===== src/rtl/tmds_pkg.sv =====
// Shared TMDS definitions: word width, control-token table and receiver lock states.
// The token table must stay identical to the transmit-side encoder's table.
package tmds_pkg;

    localparam int unsigned WordWidth = 10;

    // Control tokens as w[9:0]; bit 0 is the first bit on the wire.
    localparam logic [WordWidth-1:0] TokenC00 = 10'b0010101011;
    localparam logic [WordWidth-1:0] TokenC01 = 10'b1101010100;
    localparam logic [WordWidth-1:0] TokenC10 = 10'b0010101010;
    localparam logic [WordWidth-1:0] TokenC11 = 10'b1101010101;

    typedef enum logic [0:0] {
        StSearch,
        StLocked
    } dec_state_e;

endpackage


===== src/rtl/tmds_word_decode.sv =====
// Combinational TMDS word decoder: classifies a 10-bit word as control token or data
// and recovers C1/C0 or the 8-bit pixel byte.
module tmds_word_decode
    import tmds_pkg::*;
(
    input  logic [WordWidth-1:0] word_i,
    output logic                 is_token_o,
    output logic                 c1_o,
    output logic                 c0_o,
    output logic [7:0]           d_o
);

    logic [7:0] x;

    always_comb begin
        is_token_o = 1'b1;
        c1_o       = 1'b0;
        c0_o       = 1'b0;
        case (word_i)
            TokenC00: begin
                c1_o = 1'b0;
                c0_o = 1'b0;
            end
            TokenC01: begin
                c1_o = 1'b0;
                c0_o = 1'b1;
            end
            TokenC10: begin
                c1_o = 1'b1;
                c0_o = 1'b0;
            end
            TokenC11: begin
                c1_o = 1'b1;
                c0_o = 1'b1;
            end
            default: is_token_o = 1'b0;
        endcase
    end

    // Undo the optional inversion (bit 9), then the XOR/XNOR chain selected by bit 8.
    always_comb begin
        x      = word_i[9] ? ~word_i[7:0] : word_i[7:0];
        d_o    = 8'h00;
        d_o[0] = x[0];
        for (int i = 1; i < 8; i++) begin
            d_o[i] = word_i[8] ? (x[i] ^ x[i-1]) : ~(x[i] ^ x[i-1]);
        end
    end

endmodule


===== src/rtl/tmds_channel_decoder.sv =====
// Single-lane DVI TMDS receiver: bit deserializer, token-based word alignment and decode.
// Optional lock-loss counter output err_cnt is built when TMDS_DEC_ERR_CNT_EN is defined.
module tmds_channel_decoder
    import tmds_pkg::*;
#(
    parameter int unsigned LOCK_COUNT   = 8,
    parameter int unsigned MAX_DATA_RUN = 4096
) (
    input  logic        tmds_clk,
    input  logic        rst,
    input  logic        serial_in,
    output logic        word_valid,
    output logic        de,
    output logic [7:0]  d,
    output logic        c0,
    output logic        c1,
    output logic        locked
`ifdef TMDS_DEC_ERR_CNT_EN
    ,
    output logic [15:0] err_cnt
`endif
);

    localparam int unsigned           DataRunW = $clog2(MAX_DATA_RUN + 1);
    localparam logic [DataRunW-1:0]   MaxRun   = DataRunW'(MAX_DATA_RUN);
    localparam logic [7:0]            LockCnt  = 8'(LOCK_COUNT);
    localparam logic [3:0]            SinceMax = 4'd11;

    logic [WordWidth-1:0] w_q, w_d;
    dec_state_e           state_q, state_d;
    logic [3:0]           since_q, since_d, since_inc;
    logic [7:0]           run_q, run_d, run_nxt;
    logic [3:0]           wcnt_q, wcnt_d;
    logic [DataRunW-1:0]  data_run_q, data_run_d, data_run_inc;
    logic                 wv_q, wv_d;
    logic                 de_q, de_d;
    logic [7:0]           d_q, d_d;
    logic                 c0_q, c0_d;
    logic                 c1_q, c1_d;
    logic                 locked_q, locked_d;

    logic                 tok;
    logic                 tok_c1;
    logic                 tok_c0;
    logic [7:0]           dec_d;

    tmds_word_decode u_word_decode (
        .word_i     (w_q),
        .is_token_o (tok),
        .c1_o       (tok_c1),
        .c0_o       (tok_c0),
        .d_o        (dec_d)
    );

    always_comb begin
        w_d          = {serial_in, w_q[WordWidth-1:1]};
        state_d      = state_q;
        since_d      = since_q;
        run_d        = run_q;
        wcnt_d       = wcnt_q;
        data_run_d   = data_run_q;
        wv_d         = 1'b0;
        de_d         = de_q;
        d_d          = d_q;
        c0_d         = c0_q;
        c1_d         = c1_q;
        locked_d     = locked_q;
        // since_inc is the edge count including this one, so a token exactly one word
        // after the previous token sees since_inc == 10.
        since_inc    = (since_q == SinceMax) ? SinceMax : since_q + 4'd1;
        run_nxt      = (since_inc == 4'd10) ? run_q + 8'd1 : 8'd1;
        data_run_inc = data_run_q + DataRunW'(1);

        unique case (state_q)
            StSearch: begin
                if (tok) begin
                    since_d = 4'd0;
                    run_d   = run_nxt;
                    if (run_nxt == LockCnt) begin
                        state_d    = StLocked;
                        wcnt_d     = 4'd1;
                        data_run_d = '0;
                        locked_d   = 1'b1;
                    end
                end else begin
                    since_d = since_inc;
                    if (since_inc == 4'd10) begin
                        run_d = 8'd0;
                    end
                end
            end
            StLocked: begin
                wcnt_d = (wcnt_q == 4'd9) ? 4'd0 : wcnt_q + 4'd1;
                if (wcnt_q == 4'd0) begin
                    if (tok) begin
                        wv_d       = 1'b1;
                        de_d       = 1'b0;
                        c1_d       = tok_c1;
                        c0_d       = tok_c0;
                        data_run_d = '0;
                    end else if (data_run_inc == MaxRun) begin
                        // Too long without a token: alignment is presumed lost.
                        state_d    = StSearch;
                        locked_d   = 1'b0;
                        run_d      = 8'd0;
                        since_d    = 4'd0;
                        data_run_d = '0;
                    end else begin
                        wv_d       = 1'b1;
                        de_d       = 1'b1;
                        d_d        = dec_d;
                        data_run_d = data_run_inc;
                    end
                end
            end
        endcase
    end

    always_ff @(posedge tmds_clk) begin
        if (rst) begin
            w_q        <= '0;
            state_q    <= StSearch;
            since_q    <= 4'd0;
            run_q      <= 8'd0;
            wcnt_q     <= 4'd0;
            data_run_q <= '0;
            wv_q       <= 1'b0;
            de_q       <= 1'b0;
            d_q        <= 8'h00;
            c0_q       <= 1'b0;
            c1_q       <= 1'b0;
            locked_q   <= 1'b0;
        end else begin
            w_q        <= w_d;
            state_q    <= state_d;
            since_q    <= since_d;
            run_q      <= run_d;
            wcnt_q     <= wcnt_d;
            data_run_q <= data_run_d;
            wv_q       <= wv_d;
            de_q       <= de_d;
            d_q        <= d_d;
            c0_q       <= c0_d;
            c1_q       <= c1_d;
            locked_q   <= locked_d;
        end
    end

    assign word_valid = wv_q;
    assign de         = de_q;
    assign d          = d_q;
    assign c0         = c0_q;
    assign c1         = c1_q;
    assign locked     = locked_q;

`ifdef TMDS_DEC_ERR_CNT_EN
    logic [15:0] err_cnt_q;
    logic        err_inc;

    // The only LOCKED -> SEARCH path is the data-run timeout.
    assign err_inc = (state_q == StLocked) && (state_d == StSearch);

    always_ff @(posedge tmds_clk) begin
        if (rst) begin
            err_cnt_q <= 16'h0000;
        end else if (err_inc && (err_cnt_q != 16'hFFFF)) begin
            err_cnt_q <= err_cnt_q + 16'h0001;
        end
    end

    assign err_cnt = err_cnt_q;
`endif

endmodule


===== config.mk =====
export PLATFORM = sky130hd
export DESIGN_NAME = tmds_channel_decoder
export DESIGN_NICKNAME = d
export VERILOG_FILES = /design/src/rtl/tmds_pkg.sv /design/src/rtl/tmds_word_decode.sv /design/src/rtl/tmds_channel_decoder.sv
export SDC_FILE = /design/constraint.sdc
export NUM_CORES = 1
export LEC_CHECK = 0
export BUFFER_PORTS_ARGS = -buffer_cell sky130_fd_sc_hd__buf_2
export CAP_MARGIN = 15
export CORE_UTILIZATION = 35
export DETAILED_ROUTE_END_ITERATION = 8
export PLACE_DENSITY = 0.51
export SLEW_MARGIN = 20
export SYNTH_ARGS = -nofsm -noshare
export SYNTH_HDL_FRONTEND = slang
export SYNTH_HIERARCHICAL = 1
export SYNTH_SLANG_ARGS = --single-unit

===== constraint.sdc =====
create_clock -name tmds_clk -period 7.1 [get_ports tmds_clk]
set_input_delay 0.71 -clock tmds_clk [delete_from_list [all_inputs] [get_ports tmds_clk]]
set_output_delay 0.71 -clock tmds_clk [all_outputs]
set_load 0.02 [all_outputs]

## Yosys cells after proc, flatten, opt, wreduce, memory -nomap -nowiden

Cells that the tools add are included.

- Bitwise operators: 19
- Reduce and logical (&&, ||, !) cells: 13
- $add $sub $neg: 4
- Equality and inequality tests: 16
- Multiplexer cells: 48

Operators by type and width:

| kind | number |
|---|---|
| $mux W13 | 5 |
| $mux W8 | 7 |
| $mux W4 | 8 |
| $pmux W13 S2 | 1 |
| $mux W1 | 22 |
| $eq A10 B10 Y1 const B | 2 |
| $eq A10 B8 Y1 const B | 2 |
| $pmux W4 S2 | 2 |
| $pmux W8 S2 | 1 |
| $add A13 B1 Y13 const B | 1 |
| $eq A13 B13 Y1 const B | 1 |
| $eq A4 B4 Y1 const B | 3 |
| $reduce_and A3 Y1 | 4 |
| $not A1 Y1 | 11 |
| $add A4 B1 Y4 const B | 2 |
| $add A8 B1 Y8 const B | 1 |
| $eq A8 B4 Y1 const B | 1 |
| $ne A2 B2 Y1 const B | 4 |
| $not A8 Y8 | 1 |
| $reduce_and A4 Y1 | 2 |
| $xor A1 B1 Y1 | 7 |
| $reduce_and A5 Y1 | 1 |
| $logic_not A4 Y1 | 1 |
| $ne A2 B1 Y1 const B | 2 |
| 6 further kinds | 8 |

- Register bits: 53
- Output and inout port bits: 13
- Bits of input ports: 3
- Logic and storage cells: 112

## Depth between registers and ports, before layout

Gate-level depths: netlist of run 1.

- Word-level depth: 8
- Depth in mapped cells: 9
- Mapped depth without buffers: 9

## Cells and area by module

Netlist of run 1, hierarchy kept.

Modules (own cells, without submodules):

| module | instances | seq. area each (um^2) | area each (um^2) | cells each |
|---|---|---|---|---|
| tmds_channel_decoder | 1 | 1,061.0 | 2,748.9 | 323 |
| tmds_word_decode | 1 | 0.0 | 200.2 | 25 |

## Worst setup path after synthesis of run 1

OpenSTA, ideal clock, no wires.

- Kind: register to register
- Start point: register w_q[5]
- End point: register data_run_q[2]
- Cell stages (with the launch flop): 10
- Arrival: 2,392 ps
- Library setup time: 117 ps
- Setup slack: 4,591 ps
- Buffers on the path: 0
- Path through: dfxtp_1 and4bb_1 and4_4 a31o_1 nand4bb_1 or3_1 a2111oi_4 a311oi_4 a31o_1 a22o_1

- Longest elaborated chain between the ends: 6
- Elaborated cells between the ends (all ways): 11
- Classes of those cells: 5 x eq/ne; 4 x mux; 2 x reduce/logical

RTL lines:

| element | line | source |
|---|---|---|
| start: declaration | tmds_channel_decoder.sv:29 | `logic [WordWidth-1:0] w_q, w_d;` |
| start signal: assignment | tmds_channel_decoder.sv:134 | `w_q <= w_d;` |
| $eq A10 B8 Y1 / $eq A10 B10 Y1 (equally long branches) | tmds_word_decode.sv:19 | `case (word_i)` |
| $reduce_or A4 Y1 (no source line) (*) | -- |  |
| $mux W1 (*) | tmds_word_decode.sv:19 |  |
| named net tok | tmds_channel_decoder.sv:42 | `logic tok;` |
| $mux W13 | tmds_channel_decoder.sv:95 | `if (tok) begin` |
| $mux W13 | tmds_channel_decoder.sv:94 | `if (wcnt_q == 4'd0) begin` |
| $pmux W13 S2 | tmds_channel_decoder.sv:74 | `unique case (state_q)` |
| end signal: assignment | tmds_channel_decoder.sv:139 | `data_run_q <= data_run_d;` |
| end: declaration | tmds_channel_decoder.sv:34 | `logic [DataRunW-1:0] data_run_q, data_run_d, data_run_inc;` |

The timed path passes the listed nets; every way through them passes the cells marked *. The select of a mux whose other input is x is not followed.
A chain may end at the register's enable or synchronous reset.

## Final worst setup path of run 1

- Start point: register w_q[4]
- End point: register data_run_q[8]

The elaborated chain is that of the path after synthesis.

==> flow_metrics.py, run 1 <==
metrics = {
    "synthesis": {
        "synthDominantAreaCellType": "dfxtp_1",
        "synth.cell_area_um2": 2950,
        "combinational_family_with_the_most_area_after_synthesis": "simple AND/OR/NAND/NOR gates",
        "yosys_reg_bits": 53,
        "synthDistinctLibCells": 67,
        "synth.area.mux_share_pct": 0.679,
        "syn-mean-instance-area_um2": 8.47,
        "synth-async-reset-ratio_pct": 0,
        "yosys_most_used_dff": "dfxtp_1",
        "ys_seq_area_share_pct": 36.0,
        "ys_top_cells_by_area": "dfxtp_1 (36%), o21ai_0 (5.1%), nand3_1 (3.9%)",
        "synthAdderAreaFrac_pct": 2.97,
        "cell_count_after_synthesis": 348,
        "leading_cell_type_by_number_of_instances_after_synthesis": "dfxtp_1",
        "synth_simple_gate_area_share_pct": 27.1,
        "synth_enable_flop_cells": 0,
        "synthDominantCellAreaShare_pct": 36.0,
        "synth_nets": 358,
        "synthTopCellsByCount": "dfxtp_1 (53), o21ai_0 (30), nor2_1 (26)",
        "synth_compound_area_share_pct": 23.9,
        "yosysWarnings": 6,
        "synth_xor_xnor_area_share_pct": 4.16,
    },
    "sta": {
        "tns_setup_ns": 0,
        "fin_crit_ns": 3.03,
        "slew_headroom_pct": 46.8,
        "setup_viol": 0,
        "final.setup_skew_ns": 0.00883,
        "timing_max_transition_violations_final": 0,
        "final_number_of_hold_violating_endpoints": 0,
        "layout_worst_path_cycle_share_pct": 42.7,
        "slew_of_the_pin_with_the_lowest_slew_margin_ns": 0.798,
        "max_freq_mhz": 330,
        "grt_setup_unrepaired": "false",
    },
    "routing": {
        "detail_route.iter0.violations": 89,
        "postRouteWirelength_mm": 6.65,
        "drtPass1Iterations": 4,
        "viasPerCell": 5.45,
        "routed_via_count": 2492,
        "drt_drc_violations_left": 0,
        "ant_nets": 0,
        "drt-wirelength-per-cell_um": 14.6,
    },
    "clock_tree": {
        "htree_levels": 2,
        "tritoncts": "yes",
        "worst_setup_hold_path_clk_slew_ns": 0.11,
        "clock_sinks": 53,
        "clk-insertion-delay-late_ns": 0.31,
        "setup_fix_buffers_added_after_clock_tree_synthesis": 0,
        "max-clock-path-buffers": 2,
        "clockRootBuffer": "clkbuf_8",
        "number_of_hold_buffers_added_after_cts": 0,
        "cts_inserted_buffers": 5,
        "postCtsResizedCells": 0,
    },
    "place": {
        "buffer_ports.inserted": 15,
        "gpl_congestion": 0.755,
        "detailed_place.area_um2": 3070,
        "dp_hpwl_mm": 4.59,
    },
    "critical_path": {
        "cp-start-kind": "register",
        "end_kind": "register",
        "reg2regPathDepth": 9,
        "cp_common_cell": "a31o_1",
        "critical_path_class": "reg2reg",
        "path_cells": "and4bb_1 > and4_4 > a31o_1 > nand4bb_1 > or3_1 > a2111oi_4 > a311oi_4 > a31o_1 > a22o_1",
        "arrival_ns": 3.25,
        "startpoint": "w_q[4]",
        "required_time_of_the_critical_path_ns": 7.32,
        "critPathMaxFanout": 14,
        "r2r_setup_slack_ns": 4.07,
        "reg2reg_capture_point": "data_run_q[8]",
        "r2r_start": "w_q[4]",
        "max_stage_delay_ns": 0.48,
        "critical-path-slowest-cell": "a2111oi_4",
    },
    "worst_hold_path": {
        "hold_path_startpoint": "c1",
        "hold_path_end": "c1",
        "hold_path.class": "reg2reg",
        "whs_path_depth": 2,
    },
    "cells_and_area": {
        "finalNetCount": 361,
        "layout.filler_cells": 849,
        "drive_gt1_share_pct": 11.9,
        "num_antenna_cells": 0,
        "final_cell_area_um2": 3170,
        "area_growth_pct": 7.34,
    },
    "power": {
        "power_density_nw_per_um2": 158,
        "power_leakage_nw": 1.12,
        "peakVddDrop_uv": 85.6,
    },
    "floorplanning": {
        "boundaryPins": 16,
        "dieHeight_um": 93.8,
        "rows": 33,
        "die_area_um2": 8800,
        "floorplan.core_area_um2": 8180,
        "fp.dieW_um": 93.8,
        "floorplan.initialDensity_pct": 36.1,
    },
    "global_routing": {
        "grt_remaining_overflow": 0,
        "first_global_vias": 2343,
        "grt_first_pass_wirelength_mm": 11.3,
        "initial_antenna_violation_count": 0,
        "globalRouteTotalUtil_pct": 16.2,
        "grt_max_degree": 40,
    },
    "run": {
        "max-cap-violations": 0,
    },
    "run_status": {
        "run_status": "complete, no violations",
    },
}
[routing by layer]
| layer | routed length [um] | track usage (%) | vias to the layer above |
|---|---|---|---|
| met4 | 99 | 5.26 | 0 |
| li1 | - | - | 1277 |
| met5 | 0 | 0 | - |
| met2 | 2950 | 25.2 | 29 |
| met3 | 173 | 2.91 | 9 |
| met1 | 3430 | 22.4 | 1177 |
[logic make-up (layout without fill, tap and decap cells)]
kind of cell,count (synthesis),count (layout)
flip-flops,53,53
XOR/XNOR,14,14
adder cells (fa/ha/maj),7,7
buffers and inverters,36,40
multiplexers,2,2
AO/OA/AOI/OAI,100,100
AND/OR/NAND/NOR,136,136
[area by class of cell]
class | count | area (um^2) | area share (%)
clock buffers | 5 | 68.8 | 2.17
clock inverters | 3 | 22.5 | 0.711
repair buffers | 16 | 82.6 | 2.61
well taps | 105 | 131 | 4.15
inverters | 16 | 60.1 | 1.90
flip-flops and latches | 53 | 1060 | 33.5
multi-input cells | 259 | 1740 | 54.9
[per-stage QoR]
| stage | hold slack [ns] | worst slack, ns | util, % | cells | total power, mW |
|---|---|---|---|---|---|
| after floorplan | 0.475 | 4.59 | - | 348 | 0.324 |
| after global placement | 0.450 | 4.18 | 37.6 | 449 | 0.328 |
| after detailed placement | 0.450 | 4.08 | 37.6 | 449 | 0.328 |
| after CTS | 0.470 | 4.06 | 38.7 | 457 | 0.506 |
| after global routing | 0.485 | 3.82 | 38.7 | 457 | 0.520 |
| final | 0.460 | 4.07 | 38.7 | 457 | 0.500 |
[worst max path at each step]
stage | depth (start not counted) | slack [ns] | end
floorplan | 9 | 4.59 | data_run_q[2]
global placement | 8 | 4.18 | data_run_q[3]
detailed placement | 9 | 4.08 | data_run_q[8]
CTS | 9 | 4.06 | data_run_q[8]
global route | 8 | 3.82 | data_run_q[3]
finish | 9 | 4.07 | data_run_q[8]
[flip-flops by register name, summed over array words and instances (netlist names)]
name and flops:
de 1, since_q 4, wcnt_q 4, d 8
c1 1, locked 1, state_q 1, w_q 10
run_q 8, word_valid 1, data_run_q 13, c0 1
[layout by cell type, fill, tap and decap left out, types with 3 or more instances in the layout]
cell type,count
ha_1,7
nand2b_1,3
nor2b_1,15
a22o_1,6
nand3_1,23
dfxtp_1,53
nor3b_1,3
a21oi_1,21
nand2_1,20
nand4_1,4
xor2_1,5
o21ai_0,30
or3_1,5
nor4b_1,3
and2_1,3
a211o_1,3
clkbuf_8,5
buf_2,15
inv_1,15
nor2_1,26
clkinvlp_4,3
xnor2_1,9
a31oi_1,9
nor3_1,6
a31o_1,7
[worst max-delay path: cells and delay by family (launching register included)]
kind / cells / cell delay, ns
AOI/OAI and AO/OA: 5 / 1.56
and+or+nand+nor: 4 / 0.96
DFF: 1 / 0.42
[report_power, final]
part	switching, mW	leakage (nW)	internal [mW]	total, mW
clock network	0.109	0.0364	0.0695	0.179
logic	0.0106	0.655	0.00751	0.0181
registers	0.00364	0.428	0.300	0.303
total	0.123	1.12	0.377	0.500
Power figures use the tool's default switching activity.
==> run 2: changes to the inputs <==
==> constraint.sdc (replaced) <==
create_clock -name tmds_clk -period 3.1 [get_ports tmds_clk]
set_input_delay 0.31 -clock tmds_clk [delete_from_list [all_inputs] [get_ports tmds_clk]]
set_output_delay 0.31 -clock tmds_clk [all_outputs]
set_load 0.02 [all_outputs]
==> flow_metrics.py, run 2 (synthesis gave the netlist of run 1 again) <==
metrics = {
    "run_status": {
        "run_status": "complete, no violations",
    },
    "critical_path": {
        "cp-start-kind": "register",
        "critical_path_class": "reg2reg",
        "critPathMaxFanout": 9,
        "arrival_ns": 3.11,
        "end_kind": "register",
        "required_time_of_the_critical_path_ns": 3.30,
    },
    "cells_and_area": {
        "most-common-layout-cells": "dfxtp_1 (53), o21ai_0 (30), nor2_1 (26)",
        "register_area_um2": 1060,
        "layout.filler_cells": 848,
        "largest_register_ff_count": 13,
        "multi_input_area_um2": 1740,
        "post_layout_nonfiller_instances": 465,
        "drive_gt1_share_pct": 13.9,
        "num_antenna_cells": 0,
        "largest_registers_in_the_final_layout": "data_run_q x13, w_q x10",
        "regMostFlops": "data_run_q",
        "area_growth_pct": 9.63,
        "finalNetCount": 369,
        "final_common_cell": "dfxtp_1",
    },
    "routing": {
        "ant_nets": 0,
        "routed_via_count": 2518,
        "postRouteWirelength_mm": 6.66,
        "detail_route.iter0.violations": 110,
        "drt-wirelength-per-cell_um": 14.3,
        "drtPass1Iterations": 5,
        "viasPerCell": 5.42,
        "drt_drc_violations_left": 0,
    },
    "floorplanning": {
        "rows": 33,
        "fp.dieW_um": 93.8,
        "floorplan.initialDensity_pct": 36.1,
        "boundaryPins": 16,
        "floorplan.core_area_um2": 8180,
        "dieHeight_um": 93.8,
        "die_area_um2": 8800,
    },
    "power": {
        "power_leakage_nw": 1.17,
        "peakVddDrop_uv": 196,
        "power_density_nw_per_um2": 360,
    },
    "place": {
        "dp_hpwl_mm": 4.86,
        "gpl_congestion": 0.790,
        "place_inst": 457,
        "buffer_ports.inserted": 15,
    },
    "sta": {
        "slew_headroom_pct": 57.5,
        "layout_worst_path_cycle_share_pct": 93.8,
        "final_number_of_hold_violating_endpoints": 0,
        "tns_setup_ns": 0,
        "timing_max_transition_violations_final": 0,
        "grt_setup_unrepaired": "false",
        "final.setup_skew_ns": 0.0111,
        "setup_viol": 0,
        "fin_crit_ns": 2.91,
        "max_freq_mhz": 344,
        "slew_of_the_pin_with_the_lowest_slew_margin_ns": 0.635,
    },
    "global_routing": {
        "grt_remaining_overflow": 0,
        "initial_antenna_violation_count": 0,
        "grt_max_degree": 24,
        "first_global_vias": 2308,
        "globalRouteTotalUtil_pct": 16.1,
        "grt_first_pass_wirelength_mm": 11.3,
    },
    "clock_tree": {
        "clock_sinks": 53,
        "postCtsResizedCells": 0,
        "number_of_hold_buffers_added_after_cts": 0,
        "clockRootBuffer": "clkbuf_8",
        "max-clock-path-buffers": 2,
        "cts_inserted_buffers": 5,
        "clk-insertion-delay-late_ns": 0.31,
        "worst_setup_hold_path_clk_slew_ns": 0.10,
        "setup_fix_buffers_added_after_clock_tree_synthesis": 0,
        "tritoncts": "yes",
        "htree_levels": 2,
    },
    "run": {
        "max-cap-violations": 0,
    },
    "worst_hold_path": {
        "hold_path.class": "in2reg",
    },
}
-- run 2: cell types whose count changed in the layout (fill, tap and decap cells not counted), sizes merged --
cell      delta
buf          +8
clkbuf       +1
clkinvlp     -2
inv          +1
-- run 2: through the flow --
stage	util (%)	power [mW]	hold slack [ns]	cell area, um^2	setup slack (ns)
3_3_place_gp	38.3	0.752	0.446	3130	0.199
3_5_place_dp	38.3	0.752	0.447	3130	0.205
2_1_floorplan	-	0.741	0.438	2950	0.591
6_report	39.5	1.16	0.215	3230	0.193
4_1_cts	39.5	1.18	0.204	3230	0.169
5_1_grt	39.5	1.21	0.229	3230	0.00404
-- run 2: final timing paths --
| check | slack (ns) | cells after the start | startpoint | endpoint |
|---|---|---|---|---|
| worst max-delay path | 0.19 | 9 | w_q[8] | data_run_q[3] |
| worst min-delay path | 0.21 | 2 | serial_in | w_q[9] |
| worst min register to register | 0.46 | 2 | c0 | c0 |
| worst max register to register | 0.19 | 9 | w_q[8] | data_run_q[3] |
-- run 2: power breakdown --
group	leakage, nW	internal, mW	switching (mW)
combinational	0.696	0.0180	0.0244
sequential	0.428	0.686	0.00802
clock	0.0478	0.185	0.243
total	1.17	0.889	0.276
-- run 2: final cells by class --
class / count / share of cell area (%)
clock buffers: 6 / 2.55
flip-flops and latches: 53 / 32.8
inverters: 16 / 1.86
repair buffers: 24 / 4.41
clock inverters: 2 / 0.503
multi-input cells: 259 / 53.8
well taps: 105 / 4.06
-- run 2: layer usage --
layer / vias up / global-route usage [%] / wire length [um]
met5: - / 0 / 0
met4: 0 / 3.97 / 66
met3: 6 / 2.67 / 144
met2: 32 / 26.5 / 3030
met1: 1188 / 21.8 / 3410
li1: 1292 / - / -
-- run 2: critical path, stage by stage, from the launching register on --
cell and delay [ns]:
dfxtp_1 0.48, and2b_1 0.20, and4_4 0.23, a31o_1 0.17
nand4bb_1 0.11, or3_1 0.37, a2111oi_4 0.52, a311oi_4 0.24
a31o_1 0.25, a22o_1 0.23
==> run 3: changes to the inputs <==
==> constraint.sdc (replaced) <==
create_clock -name tmds_clk -period 2.85 [get_ports tmds_clk]
set_input_delay 0.285 -clock tmds_clk [delete_from_list [all_inputs] [get_ports tmds_clk]]
set_output_delay 0.285 -clock tmds_clk [all_outputs]
set_load 0.02 [all_outputs]
==> flow_metrics.py, run 3 (synthesis gave the netlist of run 1 again) <==
metrics = {
    "run_status": {
        "run_status": "complete, no violations",
    },
    "cells_and_area": {
        "largest_registers_in_the_final_layout": "data_run_q x13, w_q x10",
        "num_antenna_cells": 0,
        "layout.filler_cells": 842,
        "register_area_um2": 1060,
        "most-common-layout-cells": "dfxtp_1 (53), o21ai_0 (30), nor2_1 (26)",
        "multi_input_area_um2": 1750,
        "largest_register_ff_count": 13,
        "drive_gt1_share_pct": 17.2,
        "final_common_cell": "dfxtp_1",
        "finalNetCount": 382,
        "area_growth_pct": 14.3,
        "regMostFlops": "data_run_q",
    },
    "clock_tree": {
        "setup_fix_buffers_added_after_clock_tree_synthesis": 0,
        "htree_levels": 2,
        "clock_sinks": 53,
        "max-clock-path-buffers": 2,
        "worst_setup_hold_path_clk_slew_ns": 0.10,
        "tritoncts": "yes",
        "clockRootBuffer": "clkbuf_8",
        "number_of_hold_buffers_added_after_cts": 0,
        "postCtsResizedCells": 0,
        "clk-insertion-delay-late_ns": 0.31,
        "cts_inserted_buffers": 5,
    },
    "power": {
        "power_density_nw_per_um2": 398,
        "internal_power_mw": 1.05,
        "power_leakage_nw": 1.25,
        "portion_of_total_power_attributed_to_sequential_cells_pct": 56.3,
        "power_switching_mw": 0.289,
        "peakVddDrop_uv": 179,
        "switching_share_pct": 21.5,
        "combinational_cell_fraction_of_total_power_pct": 3.6,
        "share_clk_of_total_power_pct": 40.2,
    },
    "worst_hold_path": {
        "hold_path.class": "in2reg",
        "hold_path_end": "w_q[9]",
        "whs_path_depth": 2,
        "hold_path_startpoint": "serial_in",
    },
    "floorplanning": {
        "floorplan.initialDensity_pct": 36.1,
        "floorplan.core_area_um2": 8180,
        "die_area_um2": 8800,
        "dieHeight_um": 93.8,
        "boundaryPins": 16,
        "rows": 33,
        "fp.dieW_um": 93.8,
    },
    "routing": {
        "postRouteWirelength_mm": 7.02,
        "viasPerCell": 5.35,
        "ant_nets": 0,
        "detail_route.iter0.violations": 73,
        "drtPass1Iterations": 5,
        "drt-wirelength-per-cell_um": 14.7,
        "drt_drc_violations_left": 0,
        "routed_via_count": 2557,
    },
    "critical_path": {
        "r2r_start": "w_q[2]",
        "cp-start-kind": "register",
        "arrival_ns": 2.85,
        "r2r_setup_slack_ns": 0.20,
        "critical_path_class": "reg2reg",
        "critPathMaxFanout": 9,
        "reg2reg_capture_point": "data_run_q[8]",
        "required_time_of_the_critical_path_ns": 3.05,
        "reg2regPathDepth": 9,
        "end_kind": "register",
    },
    "global_routing": {
        "grt_first_pass_wirelength_mm": 11.7,
        "globalRouteTotalUtil_pct": 17.0,
        "initial_antenna_violation_count": 0,
        "grt_max_degree": 22,
        "first_global_vias": 2425,
        "grt_remaining_overflow": 0,
    },
    "sta": {
        "grt_setup_unrepaired": "false",
        "final_number_of_hold_violating_endpoints": 0,
        "slew_headroom_pct": 54.9,
        "setup_viol": 0,
        "final.setup_skew_ns": 0.0103,
        "fin_worst_hold_slack_ns": 0.178,
        "layout_worst_path_cycle_share_pct": 93.2,
        "slew_of_the_pin_with_the_lowest_slew_margin_ns": 0.677,
        "fin_crit_ns": 2.65,
        "tns_setup_ns": 0,
        "max_freq_mhz": 377,
        "timing_max_transition_violations_final": 0,
    },
    "place": {
        "dp_hpwl_mm": 5.23,
        "gpl_congestion": 0.798,
        "buffer_ports.inserted": 15,
    },
    "run": {
        "max-cap-violations": 0,
    },
}
## run 3: power groups by stage
stage                     Clock [mW]  Combinational [mW]  Sequential [mW]
after detailed placement           0              0.0480            0.771
after floorplan                    0              0.0365            0.770
after CTS                      0.554              0.0481            0.754
final                          0.539              0.0477            0.754
after global routing           0.582              0.0535            0.756
after global placement             0              0.0480            0.771
## run 3: metrics by stage
stage	instances	power, mW	util [%]	cell area [um^2]	setup slack, ns
finish	478	1.34	41.2	3370	0.195
global route	478	1.39	41.2	3370	0.0174
CTS	478	1.36	41.2	3360	0.0570
detailed placement	470	0.819	39.7	3240	0.0925
global placement	470	0.819	39.7	3240	0.186
floorplan	348	0.806	-	2950	0.341
## run 3: critical path, cell delays in order (launching register included)
cell,delay (ns)
dfxtp_1,0.43
nor2b_1,0.22
and4_4,0.25
a31o_1,0.13
nand4bb_1,0.10
or3_1,0.35
a2111oi_4,0.37
a311oi_4,0.23
a31o_1,0.24
a22o_1,0.23
## run 3: final cells by class
class	instances	area share (%)
Multi-Input combinational cell	259	51.8
Sequential cell	53	31.5
Timing Repair Buffer	37	7.50
Tap cell	105	3.90
Clock buffer	6	2.45
Inverter	16	1.78
Clock inverter	2	1.11
## run 3: per-layer routing
| layer | global-route usage (%) | vias up | routed length (um) |
|---|---|---|---|
| met5 | 0 | - | 0 |
| met4 | 6.92 | 0 | 172 |
| met3 | 2.83 | 16 | 120 |
| met2 | 28.0 | 21 | 3240 |
| met1 | 21.8 | 1206 | 3500 |
| li1 | - | 1314 | - |
## run 3: worst max-delay path by stage
| stage | start | slack [ns] | to |
|---|---|---|---|
| global placement | w_q[7] | 0.19 | data_run_q[3] |
| CTS | w_q[7] | 0.06 | data_run_q[8] |
| global route | w_q[4] | 0.02 | data_run_q[9] |
| floorplan | w_q[5] | 0.34 | data_run_q[2] |
| detailed placement | w_q[7] | 0.09 | data_run_q[8] |
| finish | w_q[2] | 0.20 | data_run_q[8] |
